--- config.mk ---
export PLATFORM = sky130hd
export DESIGN_NAME = seq_normalizer_flat
export DESIGN_NICKNAME = d
export VERILOG_FILES = /design/src/rtl/seq_normalizer_if.sv /design/src/rtl/seq_normalizer.sv /design/src/flat_wrapper.sv
export SDC_FILE = /design/constraint.sdc
export NUM_CORES = 1
export LEC_CHECK = 0
export ABC_AREA = 1
export CORE_MARGIN = 2
export CORE_UTILIZATION = 40
export DETAILED_ROUTE_END_ITERATION = 8
export PLACE_DENSITY_LB_ADDON = 0.08
export SLEW_MARGIN = 10
export SYNTH_ARGS = -nofsm -noshare
export SYNTH_HDL_FRONTEND = slang
export SYNTH_SLANG_ARGS = --single-unit
--- constraint.sdc ---
create_clock -name clk -period 1.1 [get_ports clk]
set_input_delay 0.165 -clock clk [delete_from_list [all_inputs] [get_ports clk]]
set_output_delay 0.165 -clock clk [all_outputs]
set_load 0.01 [all_outputs]
--- src/rtl/seq_normalizer_if.sv ---
// seq_normalizer_if: start/ready/done handshake plus the data and result
// signals of the iterative normaliser, bundled for the seq_normalizer ports.
// The master modport belongs to the block that issues requests. The slave
// modport belongs to the normaliser itself.
interface seq_normalizer_if #(
    parameter int N = 3
);
    localparam int W = 2 ** N;

    // request side
    logic           start;
    logic [W-1:0]   a;
    logic           lr;

    // status and result side
    logic           ready;
    logic           done;
    logic [W-1:0]   y;
    logic [N-1:0]   amt;
    logic           zero;
    logic           busy_err;

    modport master (
        output start, a, lr,
        input  ready, done, y, amt, zero, busy_err
    );

    modport slave (
        input  start, a, lr,
        output ready, done, y, amt, zero, busy_err
    );
endinterface

--- src/rtl/seq_normalizer.sv ---
// seq_normalizer: iterative shift-amount finder.
//
// The block shifts a word one bit per cycle until it is normalised:
//   - for a left request (lr=0), the MSB is set.
//   - for a right request (lr=1), the LSB is set.
// It then reports the normalised word (y) and the number of positions shifted
// (amt). A barrel shifter can reproduce the result from these outputs. An
// all-zero input is reported through zero. The results are registered and
// hold until the next result is written.
//
// Optional feature: define SEQ_NORMALIZER_BUSY_ERR_EN to build the sticky
// busy_err flag. The flag sets after start is seen while ready is low. When
// the macro is undefined, busy_err is a constant 0.
module seq_normalizer #(
    parameter int N = 3
) (
    input  logic             clk,
    input  logic             reset,
    seq_normalizer_if.slave  bus
);
    localparam int W = 2 ** N;

    typedef enum logic [1:0] {
        S_IDLE  = 2'd0,
        S_SHIFT = 2'd1,
        S_DONE  = 2'd2
    } state_t;

    state_t         state_q, state_d;

    // working copy of the operand, its direction and the running shift count
    logic [W-1:0]   work_q, work_d;
    logic [N-1:0]   cnt_q,  cnt_d;
    logic           lr_q,   lr_d;

    // registered results, held between operations
    logic [W-1:0]   y_q,    y_d;
    logic [N-1:0]   amt_q,  amt_d;
    logic           zero_q, zero_d;

    // one-position shifted versions of the working word, zero-filled
    logic [W-1:0]   shl_w;
    logic [W-1:0]   shr_w;

    // status of the working word, used both by the FSM and the datapath
    logic           work_is_zero;
    logic           work_is_norm;

    // Build the single-step shifters bit by bit. The end bits take a zero fill.
    genvar gi;
    generate
        for (gi = 0; gi < W; gi++) begin : g_shift
            if (gi == 0) begin : g_shl_fill
                assign shl_w[gi] = 1'b0;
            end else begin : g_shl_bit
                assign shl_w[gi] = work_q[gi-1];
            end

            if (gi == W - 1) begin : g_shr_fill
                assign shr_w[gi] = 1'b0;
            end else begin : g_shr_bit
                assign shr_w[gi] = work_q[gi+1];
            end
        end
    endgenerate

    assign work_is_zero = ~|work_q;
    assign work_is_norm = lr_q ? work_q[0] : work_q[W-1];

    // State register.
    always_ff @(posedge clk) begin
        if (reset) begin
            state_q <= S_IDLE;
        end else begin
            state_q <= state_d;
        end
    end

    // Next-state logic.
    // The zero test comes before the normalised test. This order ensures
    // that an all-zero word can never loop in SHIFT.
    always_comb begin
        state_d = state_q;
        case (state_q)
            S_IDLE: begin
                if (bus.start) begin
                    state_d = S_SHIFT;
                end
            end
            S_SHIFT: begin
                if (work_is_zero || work_is_norm) begin
                    state_d = S_DONE;
                end
            end
            S_DONE: begin
                state_d = S_IDLE;
            end
            default: begin
                state_d = S_IDLE;
            end
        endcase
    end

    // FSM outputs: the handshake is decoded directly from the state register.
    always_comb begin
        bus.ready = 1'b0;
        bus.done  = 1'b0;
        case (state_q)
            S_IDLE:  bus.ready = 1'b1;
            S_DONE:  bus.done  = 1'b1;
            default: begin
                bus.ready = 1'b0;
                bus.done  = 1'b0;
            end
        endcase
    end

    // Datapath next state.
    // A new start loads the work register but leaves the previous results
    // untouched. Results are written only when SHIFT terminates.
    always_comb begin
        work_d = work_q;
        cnt_d  = cnt_q;
        lr_d   = lr_q;
        y_d    = y_q;
        amt_d  = amt_q;
        zero_d = zero_q;
        case (state_q)
            S_IDLE: begin
                if (bus.start) begin
                    work_d = bus.a;
                    lr_d   = bus.lr;
                    cnt_d  = '0;
                end
            end
            S_SHIFT: begin
                if (work_is_zero) begin
                    zero_d = 1'b1;
                    y_d    = '0;
                    amt_d  = '0;
                end else if (work_is_norm) begin
                    zero_d = 1'b0;
                    y_d    = work_q;
                    amt_d  = cnt_q;
                end else begin
                    // A non-zero word normalises within W-1 steps, so the
                    // N-bit count cannot wrap.
                    work_d = lr_q ? shr_w : shl_w;
                    cnt_d  = cnt_q + N'(1);
                end
            end
            default: begin
                work_d = work_q;
            end
        endcase
    end

    // Datapath registers.
    // A reset clears everything, including any operation that is in flight.
    always_ff @(posedge clk) begin
        if (reset) begin
            work_q <= '0;
            cnt_q  <= '0;
            lr_q   <= 1'b0;
            y_q    <= '0;
            amt_q  <= '0;
            zero_q <= 1'b0;
        end else begin
            work_q <= work_d;
            cnt_q  <= cnt_d;
            lr_q   <= lr_d;
            y_q    <= y_d;
            amt_q  <= amt_d;
            zero_q <= zero_d;
        end
    end

    assign bus.y    = y_q;
    assign bus.amt  = amt_q;
    assign bus.zero = zero_q;

`ifdef SEQ_NORMALIZER_BUSY_ERR_EN
    logic busy_err_q, busy_err_d;

    // Misuse detection: start is raised while not ready (SHIFT or DONE).
    always_comb begin
        busy_err_d = busy_err_q | (bus.start & (state_q != S_IDLE));
    end

    // Sticky flag register; only a reset clears it.
    always_ff @(posedge clk) begin
        if (reset) begin
            busy_err_q <= 1'b0;
        end else begin
            busy_err_q <= busy_err_d;
        end
    end

    assign bus.busy_err = busy_err_q;
`else
    assign bus.busy_err = 1'b0;
`endif

endmodule

--- src/flat_wrapper.sv ---
// flat-port wrapper written by rule: the top's interface ports become plain ports
module seq_normalizer_flat 
#(
    parameter int N = 3
)
  (clk, reset, bus_start, bus_a, bus_lr, bus_ready, bus_done, bus_y, bus_amt, bus_zero, bus_busy_err);
  seq_normalizer_if #(.N(N)) bus_i ();
  input  logic clk;
  input  logic reset;
  input wire logic [$bits(bus_i.start)-1:0] bus_start;
  input wire logic [$bits(bus_i.a)-1:0] bus_a;
  input wire logic [$bits(bus_i.lr)-1:0] bus_lr;
  output wire logic [$bits(bus_i.ready)-1:0] bus_ready;
  output wire logic [$bits(bus_i.done)-1:0] bus_done;
  output wire logic [$bits(bus_i.y)-1:0] bus_y;
  output wire logic [$bits(bus_i.amt)-1:0] bus_amt;
  output wire logic [$bits(bus_i.zero)-1:0] bus_zero;
  output wire logic [$bits(bus_i.busy_err)-1:0] bus_busy_err;
  assign bus_i.start = bus_start;
  assign bus_i.a = bus_a;
  assign bus_i.lr = bus_lr;
  assign bus_ready = bus_i.ready;
  assign bus_done = bus_i.done;
  assign bus_y = bus_i.y;
  assign bus_amt = bus_i.amt;
  assign bus_zero = bus_i.zero;
  assign bus_busy_err = bus_i.busy_err;
  seq_normalizer #(.N(N)) u_core (.clk(clk), .reset(reset), .bus(bus_i));
endmodule
### After elaboration in Yosys (flattened, before gate mapping)

Cells that the tools add are included.

* bits of input ports: 12
* logic and storage cells: 45
* bits in registers: 26
* output and inout port bits: 15

* equality and inequality tests: 7
* reduce and logical (&&, ||, !) cells: 9
* add/sub/neg operators: 1
* mux-type cells: 21

Operators with widths (number)
* $mux W8: 6
* $pmux W8 S2: 1
* $mux W3: 5
* $reduce_or A8 Y1: 1
* $ne A2 B1 Y1 const B: 3
* $pmux W3 S2: 1
* $reduce_and A2 Y1: 3
* $mux W1: 5
* $mux W2: 2
* $ne A2 B2 Y1 const B: 2
* $pmux W2 S2: 1
* $reduce_and A4 Y1: 1
* $add A3 B1 Y3 const B: 1
* $eq A2 B1 Y1 const B: 1
* $eq A2 B2 Y1 const B: 1
* $logic_not A2 Y1: 1
* $reduce_bool A2 Y1: 1
* $logic_not A1 Y1: 1
* $logic_or A1 B1 Y1: 1

### Depth between registers and ports, before layout

* depth after elaboration: 5
* gate-level depth with buffers: 9
* depth with buffers taken out: 8

### Worst setup path after synthesis

OpenSTA, ideal clock, no wires.

* path type: reg-to-reg
* start point: reg u_core.lr_q
* end point: reg u_core.work_q[1]
* path slack: -0.107 ns
* path buffers: 2
* data arrival time: 1.095 ns
* clock period less this slack: 1.207 ns
* cell stages (with the launch flop): 10
* setup time: 0.113 ns
* required time: 0.987 ns
* cells stage by stage: dfxtp_1 -> buf_4 -> nand2_2 -> o21ai_2 -> nand2_4 -> nand3_4 -> buf_8 -> nand2_1 -> nand2_1 -> nor2_1

* cells in the longest elaborated chain, start to end: 4
* elaborated cells between the ends (all ways): 7
* those cells by class: 1 x eq/ne; 5 x mux; 1 x reduce/logical

Ends and longest elaborated chain
* from (decl): RTL line seq_normalizer.sv:34 `logic lr_q, lr_d;`
* from (signal assigned): RTL line seq_normalizer.sv:171 `lr_q <= lr_d;`
* $mux W8: RTL line seq_normalizer.sv:148 `work_d = lr_q ? shr_w : shl_w;`
* $mux W8: RTL line seq_normalizer.sv:141 `end else if (work_is_norm) begin`
* $mux W8: RTL line seq_normalizer.sv:137 `if (work_is_zero) begin`
* $pmux W8 S2: RTL line seq_normalizer.sv:128 `case (state_q)`
* to (signal assigned): RTL line seq_normalizer.sv:169 `work_q <= work_d;`
* to (decl): RTL line seq_normalizer.sv:32 `logic [W-1:0] work_q, work_d;`

Parallel ways exist; a longest one is shown, timed or not. The select of a mux whose other input is x is not followed.
A chain may end at the register's enable or synchronous reset.

### Final worst setup path

* start point: reg u_core.work_q[0]
* end point: reg u_core.work_q[0]

* cells in the longest elaborated chain, start to end: 3
* elaborated cells between the ends (all ways): 5
* those cells by class: 2 x eq/ne; 1 x mux; 2 x reduce/logical

Ends and longest elaborated chain (RTL line)
* $reduce_or A8 Y1 / $mux W1 (equally long branches): seq_normalizer.sv:67, seq_normalizer.sv:68
* $ne A2 B1 Y1 (no source line) / $ne A2 B2 Y1 (equally long branches)
* $reduce_and A4 Y1 (no source line) *

Mark *: on every way between the ends. The rest lies on a longest branch, timed or not.

==> out/results.md <==
## Layout
• Finished Layout Cells: 295
• layout overhead on the synthesized area: 53.6%
• fraction of final layout cells sized beyond drive strength 1: 42.6%
• top library cells by usage in the layout, fill and taps aside: sky130_fd_sc_hd__nand2_1, sky130_fd_sc_hd__nor2_1, sky130_fd_sc_hd__buf_4
• commonest non-fill, non-tap cell in the layout: sky130_fd_sc_hd__nand2_1
• count of antenna diodes in the layout: 0
• utilization of the core after routing: 65.6%
• # nets final: 265

## Worst setup path
• highest cell delay on the worst timing path: 0.39 ns
• critical path, cell by cell: nor2_4 -> nand2_2 -> nor2_4 -> nand2_4 -> nand3_4 -> buf_12 -> inv_6 -> nor2_2 -> nor2_1
• crit path DAT: 1.58 ns
• Worst Path Class, Setup: flip-flop to flip-flop
• nature of the critical path startpoint: flip-flop
• most numerous cell on the critical path: sky130_fd_sc_hd__nor2_4
• Worst EP required: 1.35 ns
• capturing element type of the critical path: flip-flop
• slowest stage cell, crit path: sky130_fd_sc_hd__dfxtp_4
• Critical Path Fanout Max: 4

## Route
• initial detailed-routing violation count: 59
• Avg Vias per Cell: 4.89
• Routed Antenna Nets: 0
• final routed wirelength across all metal layers: 3710 µm
• detailed-route DRC error count: 0
• count of TritonRoute iterations in the first routing pass: 4
• WL per Instance: 12.6 µm
• detailed-route via count: 1,442

## Floorplanning
• die area: 0.00382 mm²
• effective utilization at floorplan: 42.7%
• # IOs: 27
• Die X-Extent: 61.8 µm
• core area: 0.00313 mm²
• height of the die: 61.8 µm
• row cnt: 20

## Logic synthesis
• Synth Net Count: 207
• synthesis-stage register bit count: 26
• dominant combinational cell family by area after synthesis: simple AND/OR/NAND/NOR gates
• multiplexer share of the synthesized area: 0%
• post-synthesis compound-gate area fraction: 12.8%
• area share of xor/xnor cells in the synthesized design: 0%
• count of warnings emitted by yosys: 0
• number of distinct library cells after synthesis: 24
• fraction of the yosys area taken by sequential cells: 39.0%
• syn avg cell area: 6.89 µm²
• number of standard cells after synthesis: 194
• synthesized-area fraction occupied by and/or/nand/nor cells: 36.8%
• Netlist Area Pre-Place: 0.00134 mm²
• post-synthesis adder-cell area fraction: 0.936%

## Timing
• clk_skew: 0.00816 ns
• smallest setup slack after layout: -0.232 ns
• time the worst path needs with I/O delays and setup: 1.33 ns
• count of endpoints failing hold in the final timing report: 0
• unrepaired setup endpoints after global routing: true
• Sum Neg Setup Slack: -4.53 ns
• worst hold slack after final layout: 0.450 ns
• share of the clock period used by the worst path after layout: 121%
• maximum achievable frequency: 751 MHz
• max-slew violation total from the final report: 0
• number of endpoints failing setup at the final stage: 26

## GRT
• maximum number of pins on one net before global-route repair: 19
• met3 usage in global routing: 4.76%
• aggregate global-route resource usage: 20.3%
• antenna violations before repair: 0
• layer carrying the most global-route usage: met2
• met1 track demand over resource in global routing: 23.7%
• GR Util met2: 37.6%
• number of global-route vias before repair: 1,348
• first-pass GRT wire length: 5770 µm
• total overflow reported by the global router: 0

## Placement
• dpl hpwl: 2440 µm
• number of cells after detailed placement: 276
• number of input and output port buffers inserted: 25
• Final GP Congestion: 0.830

## Hold path
• min-delay worst type: input pin to flip-flop

## Clocking
• Root Buffer: sky130_fd_sc_hd__clkbuf_4
• number of hold buffers added after cts: 0
• CTS sink cnt: 26
• deepest clock path buffer count: 2
• CTS H-tree lvls: 1
• clock latency on the worst-skew pair: 0.33 ns
• Num CTS Buffers: 3
• post-CTS clock slew at the launch and capture registers of the worst setup and hold paths: 0.14 ns
• clock tree from TritonCTS: done

## Pwr
• worst-case vdd ir drop: 0.00104 V
• leakage power figure: 0.993 nW
• total power per unit cell area: 1840 mW/mm²
• overall power: 0.00378 W

## Status
• result of the run: finished, violations left
• violations in the final reports: setup timing

## Run
• reported max-cap violation count: 0

[cells in the mapped netlist (all sizes together)]
cell    number  area (µm²)
a21oi        8        51.3
buf          7        65.1
clkbuf       1        3.75
conb         1        3.75
dfxtp       26         521
ha           1        12.5
inv         18        67.6
nand2       54         240
nand3        5        37.5
nand4        6        37.5
nor2        45         176
o21a         1        7.51
o21ai       21         113
[stage by stage]
stage / area [µm²] / setup slack [ns]
2_1_floorplan: 1370 / -0.0967
3_3_place_gp: 1770 / -0.302
3_5_place_dp: 1770 / -0.313
4_1_cts: 1930 / -0.180
5_1_grt: 2050 / -0.331
6_report: 2050 / -0.232
[sequential cells by signal (all words and copies together), names as in the netlist]
signal,cells
u_core.state_q,2
u_core.bus.y,8
u_core.cnt_q,3
u_core.work_q,8
u_core.lr_q,1
u_core.bus.zero,1
u_core.bus.amt,3
[worst max-delay path: cells and delay by family, from the launching register on]
kind | cells | cell delay, ns
buffers and inverters | 2 | 0.18
DFF | 1 | 0.39
and+or+nand+nor | 7 | 0.68
[routing by layer]
metal,vias up,wire (µm)
met5,-,0
met2,41,1890
met1,673,1610
met4,0,51
li1,722,-
met3,6,157
[report_power, final]
group	switching [W]	internal (W)	total (W)	leakage [nW]
Clock	0.000287	0.000203	0.000490	0.0210
Sequential	0.000161	0.00114	0.00130	0.219
Combinational	0.00101	0.000967	0.00198	0.754
[cell type report]
type / count / area (µm²)
clock buffers: 4 / 36.3
fillers: 289 / 1080
inverters: 18 / 75.1
multi-input cells: 142 / 802
flip-flops and latches: 26 / 543
well taps: 44 / 55.1
repair buffers: 61 / 541
[kinds of logic (layout without fill, tap and decap cells)]
kind of cell	after synthesis	after routing
simple gates	110	110
other cells	1	1
buf+inv	26	83
fa+ha+maj	1	1
compound gates	30	30
flops	26	26
[timing repair]
action	in CTS	in global routing
buffers inserted	10	4
cloned	0	1
gates resized for setup	49	48
setup endpoints to repair	39	39
pin swaps	3	20
[worst paths after layout]
check,start,to,slack (ns),cells past startpoint
min,bus_lr,u_core.lr_q$_SDFFE_PP0P_,0.45,3
max reg2reg,u_core.work_q[0]$_SDFFE_PP0P_,u_core.work_q[0]$_SDFFE_PP0P_,-0.23,9
max,u_core.work_q[0]$_SDFFE_PP0P_,u_core.work_q[0]$_SDFFE_PP0P_,-0.23,9
min reg2reg,u_core.bus.amt[2]$_SDFFE_PP0P_,u_core.bus.amt[2]$_SDFFE_PP0P_,0.47,2
Power figures use the tool's default switching activity.
